--- src/rtl/fft_r2_ctrl_if.sv ---
// Control bus between the radix-2 FFT sequencer and its RAM/ROM/butterfly datapath.
interface fft_r2_ctrl_if #(
    parameter int LOG2_N = 3
);
    localparam int TW_W = (LOG2_N > 1) ? LOG2_N - 1 : 1;

    logic              start;
    logic              busy;
    logic              done;
    logic [LOG2_N-1:0] stage;
    logic              rd_en;
    logic [LOG2_N-1:0] rd_addr_a;
    logic [LOG2_N-1:0] rd_addr_b;
    logic [TW_W-1:0]   tw_idx;
    logic              wr_en;
    logic [LOG2_N-1:0] wr_addr_a;
    logic [LOG2_N-1:0] wr_addr_b;

    modport master (
        input  start,
        output busy, done, stage, rd_en, rd_addr_a, rd_addr_b, tw_idx,
               wr_en, wr_addr_a, wr_addr_b
    );

    modport slave (
        output start,
        input  busy, done, stage, rd_en, rd_addr_a, rd_addr_b, tw_idx,
               wr_en, wr_addr_a, wr_addr_b
    );
endinterface

--- src/rtl/fft_r2_ctrl.sv ---
// In-place radix-2 DIT FFT sequencer: issues N/2 butterfly ops per stage through one
// shared butterfly and replays each read address as a write-back PIPE_LAT cycles later.
//
// state   | meaning
// IDLE    | waiting for start
// RUN     | one butterfly op issued per cycle, j = 0..N/2-1
// DRAIN   | PIPE_LAT idle cycles so the stage's last write lands before the next stage reads
// DONE    | one-cycle done pulse, busy low
module fft_r2_ctrl #(
    parameter int LOG2_N   = 3,
    parameter int PIPE_LAT = 2
) (
    input  logic          i_clk,
    input  logic          i_rst,
    fft_r2_ctrl_if.master io_bus
);
    localparam int N    = 1 << LOG2_N;
    localparam int TW_W = (LOG2_N > 1) ? LOG2_N - 1 : 1;
    localparam int JW   = TW_W;
    localparam int DW   = $clog2(PIPE_LAT + 1);

    typedef enum logic [1:0] {S_IDLE, S_RUN, S_DRAIN, S_DONE} state_t;

    state_t            r_state, w_state_nxt;
    logic [LOG2_N-1:0] r_stage, w_stage_nxt;
    logic [JW-1:0]     r_j, w_j_nxt;
    logic [DW-1:0]     r_drain, w_drain_nxt;
    logic              r_busy, w_busy_nxt;
    logic              r_done, w_done_nxt;
    logic              w_issue;
    logic              r_rd_en;
    logic [LOG2_N-1:0] r_rd_a, r_rd_b, w_rd_a_nxt, w_rd_b_nxt;
    logic [TW_W-1:0]   r_tw, w_tw_nxt;
    logic              r_pipe_en [PIPE_LAT];
    logic [LOG2_N-1:0] r_pipe_a  [PIPE_LAT];
    logic [LOG2_N-1:0] r_pipe_b  [PIPE_LAT];

    function automatic logic [LOG2_N-1:0] f_low_mask(input logic [LOG2_N-1:0] s);
        return (LOG2_N'(1) << s) - LOG2_N'(1);
    endfunction

    // Upper address: op index with a zero bit inserted at position 'stage'.
    function automatic logic [LOG2_N-1:0] f_addr_a(input logic [LOG2_N-1:0] s,
                                                   input logic [LOG2_N-1:0] j);
        return ((j >> s) << (s + LOG2_N'(1))) | (j & f_low_mask(s));
    endfunction

    function automatic logic [TW_W-1:0] f_tw(input logic [LOG2_N-1:0] s,
                                             input logic [LOG2_N-1:0] j);
        logic [LOG2_N-1:0] sh;
        sh = LOG2_N'(LOG2_N - 1) - s;
        return TW_W'((j & f_low_mask(s)) << sh);
    endfunction

    always_comb begin
        w_state_nxt = r_state;
        w_stage_nxt = r_stage;
        w_j_nxt     = r_j;
        w_drain_nxt = r_drain;
        w_busy_nxt  = r_busy;
        w_done_nxt  = 1'b0;
        w_issue     = 1'b0;
        w_rd_a_nxt  = '0;
        w_rd_b_nxt  = '0;
        w_tw_nxt    = '0;
        case (r_state)
            S_IDLE: begin
                if (io_bus.start) begin
                    w_state_nxt = S_RUN;
                    w_stage_nxt = '0;
                    w_j_nxt     = '0;
                    w_busy_nxt  = 1'b1;
                    w_issue     = 1'b1;
                end
            end
            S_RUN: begin
                if (r_j == JW'(N / 2 - 1)) begin
                    w_state_nxt = S_DRAIN;
                    w_drain_nxt = DW'(PIPE_LAT - 1);
                end else begin
                    w_j_nxt = r_j + JW'(1);
                    w_issue = 1'b1;
                end
            end
            S_DRAIN: begin
                if (r_drain == '0) begin
                    if (r_stage == LOG2_N'(LOG2_N - 1)) begin
                        w_state_nxt = S_DONE;
                        w_busy_nxt  = 1'b0;
                        w_done_nxt  = 1'b1;
                    end else begin
                        w_state_nxt = S_RUN;
                        w_stage_nxt = r_stage + LOG2_N'(1);
                        w_j_nxt     = '0;
                        w_issue     = 1'b1;
                    end
                end else begin
                    w_drain_nxt = r_drain - DW'(1);
                end
            end
            S_DONE:  w_state_nxt = S_IDLE;
            default: w_state_nxt = S_IDLE;
        endcase
        if (w_issue) begin
            w_rd_a_nxt = f_addr_a(w_stage_nxt, LOG2_N'(w_j_nxt));
            w_rd_b_nxt = w_rd_a_nxt + (LOG2_N'(1) << w_stage_nxt);
            w_tw_nxt   = f_tw(w_stage_nxt, LOG2_N'(w_j_nxt));
        end
    end

    always_ff @(posedge i_clk) begin
        if (i_rst) begin
            r_state <= S_IDLE;
            r_stage <= '0;
            r_j     <= '0;
            r_drain <= '0;
            r_busy  <= 1'b0;
            r_done  <= 1'b0;
            r_rd_en <= 1'b0;
            r_rd_a  <= '0;
            r_rd_b  <= '0;
            r_tw    <= '0;
            for (int i = 0; i < PIPE_LAT; i++) begin
                r_pipe_en[i] <= 1'b0;
                r_pipe_a[i]  <= '0;
                r_pipe_b[i]  <= '0;
            end
        end else begin
            r_state <= w_state_nxt;
            r_stage <= w_stage_nxt;
            r_j     <= w_j_nxt;
            r_drain <= w_drain_nxt;
            r_busy  <= w_busy_nxt;
            r_done  <= w_done_nxt;
            r_rd_en <= w_issue;
            r_rd_a  <= w_rd_a_nxt;
            r_rd_b  <= w_rd_b_nxt;
            r_tw    <= w_tw_nxt;
            r_pipe_en[0] <= r_rd_en;
            r_pipe_a[0]  <= r_rd_a;
            r_pipe_b[0]  <= r_rd_b;
            for (int i = 1; i < PIPE_LAT; i++) begin
                r_pipe_en[i] <= r_pipe_en[i-1];
                r_pipe_a[i]  <= r_pipe_a[i-1];
                r_pipe_b[i]  <= r_pipe_b[i-1];
            end
        end
    end

    assign io_bus.busy      = r_busy;
    assign io_bus.done      = r_done;
    assign io_bus.stage     = r_stage;
    assign io_bus.rd_en     = r_rd_en;
    assign io_bus.rd_addr_a = r_rd_a;
    assign io_bus.rd_addr_b = r_rd_b;
    assign io_bus.tw_idx    = r_tw;
    assign io_bus.wr_en     = r_pipe_en[PIPE_LAT-1];
    assign io_bus.wr_addr_a = r_pipe_a[PIPE_LAT-1];
    assign io_bus.wr_addr_b = r_pipe_b[PIPE_LAT-1];
endmodule
--- src/flat_wrapper.sv ---
// flat-port wrapper written by rule: the top's interface ports become plain ports
module fft_r2_ctrl_flat 
#(
    parameter int LOG2_N   = 3,
    parameter int PIPE_LAT = 2
)
  (i_clk, i_rst, io_bus_start, io_bus_busy, io_bus_done, io_bus_stage, io_bus_rd_en, io_bus_rd_addr_a, io_bus_rd_addr_b, io_bus_tw_idx, io_bus_wr_en, io_bus_wr_addr_a, io_bus_wr_addr_b);
  fft_r2_ctrl_if #(.LOG2_N(LOG2_N)) io_bus_i ();
  input  logic i_clk;
  input  logic i_rst;
  input wire logic [$bits(io_bus_i.start)-1:0] io_bus_start;
  output wire logic [$bits(io_bus_i.busy)-1:0] io_bus_busy;
  output wire logic [$bits(io_bus_i.done)-1:0] io_bus_done;
  output wire logic [$bits(io_bus_i.stage)-1:0] io_bus_stage;
  output wire logic [$bits(io_bus_i.rd_en)-1:0] io_bus_rd_en;
  output wire logic [$bits(io_bus_i.rd_addr_a)-1:0] io_bus_rd_addr_a;
  output wire logic [$bits(io_bus_i.rd_addr_b)-1:0] io_bus_rd_addr_b;
  output wire logic [$bits(io_bus_i.tw_idx)-1:0] io_bus_tw_idx;
  output wire logic [$bits(io_bus_i.wr_en)-1:0] io_bus_wr_en;
  output wire logic [$bits(io_bus_i.wr_addr_a)-1:0] io_bus_wr_addr_a;
  output wire logic [$bits(io_bus_i.wr_addr_b)-1:0] io_bus_wr_addr_b;
  assign io_bus_i.start = io_bus_start;
  assign io_bus_busy = io_bus_i.busy;
  assign io_bus_done = io_bus_i.done;
  assign io_bus_stage = io_bus_i.stage;
  assign io_bus_rd_en = io_bus_i.rd_en;
  assign io_bus_rd_addr_a = io_bus_i.rd_addr_a;
  assign io_bus_rd_addr_b = io_bus_i.rd_addr_b;
  assign io_bus_tw_idx = io_bus_i.tw_idx;
  assign io_bus_wr_en = io_bus_i.wr_en;
  assign io_bus_wr_addr_a = io_bus_i.wr_addr_a;
  assign io_bus_wr_addr_b = io_bus_i.wr_addr_b;
  fft_r2_ctrl #(.LOG2_N(LOG2_N), .PIPE_LAT(PIPE_LAT)) u_core (.i_clk(i_clk), .i_rst(i_rst), .io_bus(io_bus_i));
endmodule
--- config.mk ---
export PLATFORM = sky130hd
export DESIGN_NAME = fft_r2_ctrl_flat
export DESIGN_NICKNAME = d
export VERILOG_FILES = /design/src/rtl/fft_r2_ctrl_if.sv /design/src/rtl/fft_r2_ctrl.sv /design/src/flat_wrapper.sv
export SDC_FILE = /design/constraint.sdc
export NUM_CORES = 1
export LEC_CHECK = 0
export CORE_AREA = 2 2 73 75
export CTS_CLUSTER_DIAMETER = 80
export DETAILED_ROUTE_END_ITERATION = 16
export DIE_AREA = 0 0 75 77
export DONT_BUFFER_PORTS = 1
export GPL_ROUTABILITY_DRIVEN = 0
export HOLD_SLACK_MARGIN = 0.15
export PLACE_DENSITY = 0.53
export SLEW_MARGIN = 20
export SYNTH_ARGS = -nofsm -noshare
export SYNTH_HDL_FRONTEND = slang
export SYNTH_SLANG_ARGS = --single-unit
--- constraint.sdc ---
create_clock -name i_clk -period 9.5 [get_ports i_clk]
set_clock_uncertainty 0.2 [all_clocks]
set_input_delay 0.95 -clock i_clk [delete_from_list [all_inputs] [get_ports i_clk]]
set_output_delay 0.95 -clock i_clk [all_outputs]
set_load 0.03 [all_outputs]
# --- Yosys cells after proc, flatten, opt, wreduce, memory -nomap -nowiden ---
# Memories as Yosys holds them, arrays and structs flattened.
# Index checks and enable logic that the tools add are counted.
totals:
  ff_bits: 20
  ram_bits: 14
  inputBits: 3
  output_inout_bits: 21
  elab_cells: 90
  n_memories: 3
mem_list:
  columns: ["memory", "words", "width", "rd", "rd_ports_with_merged_regs", "write_ports", "line_no", "text"]
  rows:
  - ["u_core.r_pipe_a", 2, 3, 2, 0, 2, "fft_r2_ctrl.sv:35", "logic [LOG2_N-1:0] r_pipe_a [PIPE_LAT];"]
  - ["u_core.r_pipe_b", 2, 3, 2, 0, 2, "fft_r2_ctrl.sv:36", "logic [LOG2_N-1:0] r_pipe_b [PIPE_LAT];"]
  - ["u_core.r_pipe_en", 2, 1, 2, 0, 2, "fft_r2_ctrl.sv:34", "logic r_pipe_en [PIPE_LAT];"]
op_classes:
  n_addsub: 7
  n_eq_ne: 10
  shifts: 4
  n_mux: 36
  n_bitwise: 11
  reduce_logical: 9
ops:
  columns: ["operator", "count"]
  rows:
  - ["two-way mux 3 bit", 7]
  - ["two-way mux 2 bit", 10]
  - ["two-way mux 1 bit", 13]
  - ["case mux 2 bit (4 select lines)", 1]
  - ["adder 3 x 1 -> 3 bit, second input constant", 2]
  - ["equality test 2 bit, second input constant", 3]
  - ["!= test 2 x 1 -> 1 bit, second input constant", 3]
  - ["bitwise OR 1 bit", 6]
  - ["case mux 2 bit (3 select lines)", 1]
  - ["case mux 3 bit (2 select lines)", 1]
  - ["AND reduction 3 bit", 2]
  - ["logical NOT 2 bit", 2]
  - ["!= test 2 bit, second input constant", 2]
  - ["case mux 2 bit (2 select lines)", 1]
  - ["AND reduction 4 bit", 1]
  - ["nonzero test 2 bit", 2]
  - ["adder 3 bit", 1]
  - ["AND 2 x 3 -> 3 bit", 1]
  - ["equality test 3 x 2 -> 1 bit, second input constant", 1]
  - ["NOT 1 bit", 3]
  - ["bitwise OR 3 bit", 1]
  - ["case mux 1 bit (3 select lines)", 1]
  - ["OR reduction 3 bit", 1]
  - ["left shift 1 x 3 -> 3 bit, first input constant", 1]
  - ["10 further kinds", 10]

# --- Logic depth before layout (Yosys ltp) ---
depth:
  ltp_word: 9
  depth_mapped: 19
  depth_no_buf: 18

# --- Worst setup path after synthesis ---
# OpenSTA, ideal clock, no wires.
synth_timing:
  path_type: "input to register"
  from: "in io_bus_start"
  to: "reg u_core.r_rd_b[2], in the netlist u_core.io_bus.rd_addr_b[2]"
  setup_time_ns: 0.072
  t_arrival_ns: 3.479
  required_time_ns: 9.228
  slack_ns: 5.750
  stages: 16
  path_buffers: 0
  cell_sequence: "mux2i_1 -> and2_1 -> nor3_4 -> inv_1 -> ha_1 -> nand2b_1 -> nor4_1 -> nand3_1 -> nand2_1 -> ha_1 -> inv_1 -> fa_1 -> inv_1 -> a31oi_1 -> or3_1 -> mux2i_1"
synth_between:
  elab_chain_cells: 7
  elab_cells_between_ends: 16
  cone_classes: "add/sub (3); shift (3); mux (6); bitwise (3); reduce/logical (1)"
synth_rtl:
  columns: ["element", "line_no", "text"]
  rows:
  - ["from (decl)", "flat_wrapper.sv:11", "input wire logic [$bits(io_bus_i.start)-1:0] io_bus_start;"]
  - ["two-way mux 3 bit *", "fft_r2_ctrl.sv:68", "if (io_bus.start) begin"]
  - ["case mux 3 bit (2 select lines) *", "fft_r2_ctrl.sv:66", "case (r_state)"]
  - ["named net u_core.w_stage_nxt[0]", "fft_r2_ctrl.sv:25", "logic [LOG2_N-1:0] r_stage, w_stage_nxt;"]
  - ["branches (longest 4 deep; another with adder 3 x 1 -> 3 bit)", null, null]
  - ["adder 3 bit *", "fft_r2_ctrl.sv:106", "w_rd_b_nxt = w_rd_a_nxt + (LOG2_N'(1) << w_stage_nxt);"]
  - ["to (signal assigned)", "fft_r2_ctrl.sv:137", "r_rd_b <= w_rd_b_nxt;"]
  - ["to (decl)", "fft_r2_ctrl.sv:32", "logic [LOG2_N-1:0] r_rd_a, r_rd_b, w_rd_a_nxt, w_rd_b_nxt;"]
# Mark *: on every way through the listed nets, which the timed path passes.
# A chain may end at the register's enable or synchronous reset.

# --- Worst setup path after layout ---
layout_timing:
  from: "reg u_core.r_stage[0], in the netlist u_core.io_bus.stage[0]"
  to: "reg u_core.r_rd_b[2], in the netlist u_core.io_bus.rd_addr_b[2]"
layout_between:
  elab_chain_cells: 9
  elab_cells_between_ends: 22
  cone_classes: "add/sub (4); eq/ne (1); shift (3); mux (10); bitwise (3); reduce/logical (1)"
layout_rtl:
  columns: ["element", "line_no", "text"]
  rows:
  - ["from (decl)", "fft_r2_ctrl.sv:25", null]
  - ["from (signal assigned)", "fft_r2_ctrl.sv:130", "r_stage <= w_stage_nxt;"]
  - ["adder 3 x 1 -> 3 bit or equality test 3 x 2 -> 1 bit (tied branches)", "fft_r2_ctrl.sv:93, fft_r2_ctrl.sv:87", null]
  - ["two-way mux 3 bit", "fft_r2_ctrl.sv:87", "if (r_stage == LOG2_N'(LOG2_N - 1)) begin"]
  - ["two-way mux 3 bit", "fft_r2_ctrl.sv:86", "if (r_drain == '0) begin"]
  - ["case mux 3 bit (2 select lines) *", "fft_r2_ctrl.sv:66", null]
  - ["named net u_core.w_stage_nxt[0]", "fft_r2_ctrl.sv:25", null]
  - ["branches (longest 4 deep; another with adder 3 x 1 -> 3 bit)", null, null]
  - ["adder 3 bit *", "fft_r2_ctrl.sv:106", null]
# Marks and branches as above.

==> reports/metrics.csv <==
metric,value,unit
clock latency on the worst-skew pair,0.28,ns
Residual DRC,0,
worst-case vdd ir drop,0.0931,mV
syn avg cell area,9.16,sq um
GR Util met3,4.86,%
Via Count,1237,
reg2reg path depth,18,
fin area,0.00184,sq mm
number of hold buffers added after CTS,0,
post-synth top area cell,dfxtp_1,
share of cells above drive strength 1,8.74,%
DR WL/cell,13.2,microns
top_reg_cell synth,dfxtp_1,
post-DP HPWL,2370,microns
"commonest non-fill, non-tap cell in the layout",dfxtp_1,
DIE AREA,0.00578,sq mm
Logic pwr share,32.6,%
element type at the critical path start,flop,
Synth Register Bits,34,
CP arrival,4.33,ns
Synth Warn #,0,
met2 GRT Util,19.6,%
final net count,199,
Hold Crit Class,reg2reg,
Worst slew margin,57.5,%
FF-to-FF Start,u_core.io_bus.stage[0],
num ports,24,
CTS max path bufs,2,
Leak Pwr,0.748,nW
setup tns final,0,ns
"commonest cells after routing, fill and taps aside","dfxtp_1 (34), nor2b_1 (18), nor2_1 (16)",
initial drt markers,58,
Post-synth EDFFs,0,
core area,0.00498,sq mm
Initial Utilization,34.2,%
vias in the first global route,1165,
Placed Area,0.00170,sq mm
fmax,232,MHz
first-pass GRT wire length,5860,microns
met1 GRT Util,17.4,%
chip height,77,microns
# diodes,0,
max cap viols,0,
Final ANT Viol Nets,0,
library cells used by synthesis,45,
R2R Path End,u_core.io_bus.rd_addr_b[2],
Sw Pwr,0.206,mW
post-route minimum period,4.31,ns
Syn Inst Count,186,
Post-Syn Nets,203,
die width,75,microns
Seq pwr share,38.2,%
Post-synth ARST share,0,%
Pre-antenna DRT Iters,5,
Tcrit/Tclk final,45.3,%
Switching Share,37.3,%
Int Power,0.346,mW
post-CTS sizing,0,
Mapped Area,0.00170,sq mm
Worst setup EP type,flop,
P per Cell Area,300,mW/mm^2
sequential area share after synthesis,39.9,%
TritonCTS clock tree,done,
CTS H-Tree Depth,2,
Inserted Clock Buffers,5,
clock share of power,29.2,%
WP data required,9.52,ns
vias per cell,4.89,
antenna violations before repair,0,
Filler Cells Inserted,510,
RSZ-0062 raised after global routing,no,
largest net degree at the start of global routing,27,
clock root buffer,clkbuf_8,
flop2flop setup slack,5.19,ns
Hold Crit Depth,1,
row cnt,26,
critical hold path startpoint,u_core.r_pipe_b[0][2],
synth top area cells,"dfxtp_1 (40%), ha_1 (9.5%), nor2b_1 (6.6%), nor2_1 (3.5%), inv_1 (3.1%)",
global-route usage over all layers,13.4,%
GR Overflow Total,0,
"wirelength, routed",3330,microns
worst-path maximum fanout,8,
final hold violation count,0,
post-route insts no fill,253,
Sinks on Clock Net,34,
I/O Buffers,0,
Slew @ Worst Pin,0.631,ns
placed insts,245,
outcome,completed,
GR peak layer,met2,
final setup fails,0,
post-CTS setup buffer count,0,
Final Max Slew Viols,0,
Layout area overhead,8.00,%
"Reg clk slew, reported paths",0.08,ns
Hold EP,u_core.r_pipe_b[0][5],
area share of the largest cell type after synthesis,39.9,%
critical path class,reg2reg,
## metal layers
layer	routed length (microns)	share of wire (%)
met5	0	0
met4	65	2.0
met3	160	4.8
met2	1590	48
met1	1510	45
## metrics by stage
stage	power (mW)	setup WS [ns]	utilization [%]	hold WS [ns]
6_report	0.552	5.19	37.0	0.236
5_1_grt	0.596	4.75	37.0	0.260
4_1_cts	0.556	5.22	37.0	0.241
3_5_place_dp	0.391	5.26	34.2	0.223
3_3_place_gp	0.393	5.42	34.2	0.217
2_1_floorplan	0.364	5.75	-	0.214
## worst max-delay path, stage by stage, from the launching register on
cell	delay, ns
dfxtp_1	0.58
inv_1	0.15
ha_1	0.25
nand2b_1	0.26
a21oi_1	0.18
nor3_4	0.34
inv_1	0.16
ha_1	0.30
nand2b_1	0.17
nor4_1	0.27
nand3_1	0.15
nand2_1	0.10
ha_1	0.13
inv_1	0.04
fa_1	0.36
inv_1	0.08
a31oi_1	0.05
or3_1	0.36
mux2i_1	0.12
## how the worst max path moves through the flow
stage | end | depth (start not counted) | startpoint
3_3_place_gp | u_core.io_bus.rd_addr_b[2] | 18 | u_core.io_bus.stage[0]
2_1_floorplan | u_core.io_bus.rd_addr_b[2] | 16 | io_bus_start
6_report | u_core.io_bus.rd_addr_b[2] | 18 | u_core.io_bus.stage[0]
3_5_place_dp | u_core.io_bus.rd_addr_b[2] | 18 | u_core.io_bus.stage[0]
5_1_grt | u_core.io_bus.rd_addr_b[2] | 18 | u_core.io_bus.stage[0]
4_1_cts | u_core.io_bus.rd_addr_b[2] | 18 | u_core.io_bus.stage[0]
## power by group through the flow
stage	Clock, mW	Sequential [mW]	Combinational (mW)
6_report	0.161	0.211	0.180
3_5_place_dp	0	0.215	0.177
2_1_floorplan	0	0.206	0.159
5_1_grt	0.174	0.216	0.206
4_1_cts	0.165	0.211	0.179
3_3_place_gp	0	0.214	0.179
## cells by family (layout without fill, tap and decap cells)
family	count (synthesis)	after routing	share of synthesized area (%)
compound gates	32	32	13.1
buf+inv	25	22	8.30
mux	3	3	1.76
fa+ha+maj	14	14	10.7
xor+xnor	1	1	0.514
simple gates	77	77	25.7
flops	34	34	39.9
## area by class of cell
cell class / instances / area, sq um / share of cell area (%)
well taps: 70 / 87.6 / 4.76
inverters: 14 / 52.6 / 2.86
multi-input cells: 127 / 882 / 47.9
flip-flops and latches: 34 / 681 / 37.0
clock inverters: 3 / 68.8 / 3.74
clock buffers: 5 / 68.8 / 3.74
## Yosys cell counts (2+ instances only)
library cell and instances:
ha_1 13, a21oi_1 8, and2_1 3, nand2b_1 3, clkbuf_1 2, a21bo_2 2
nand2_1 14, nand4_1 2, o21a_1 2, a21boi_0 2, nand3_1 3, buf_4 6
a31oi_1 3, dfxtp_1 34, nor4_1 4, inv_1 14, nor3_1 4, nor2b_1 18
nor2_1 16, o21ai_0 5, mux2i_1 3, buf_6 2
## flip-flops by register name (all words and copies together) (netlist names)
signal / cells
u_core.r_drain: 2
u_core.io_bus.rd_addr_a: 3
u_core.io_bus.stage: 3
u_core.r_pipe_en: 2
u_core.io_bus.rd_en: 1
u_core.io_bus.done: 1
u_core.r_pipe_a: 6
u_core.r_j: 2
u_core.r_state: 2
u_core.io_bus.tw_idx: 2
u_core.io_bus.rd_addr_b: 3
u_core.r_pipe_b: 6
u_core.io_bus.busy: 1
Power figures use the tool's default switching activity.
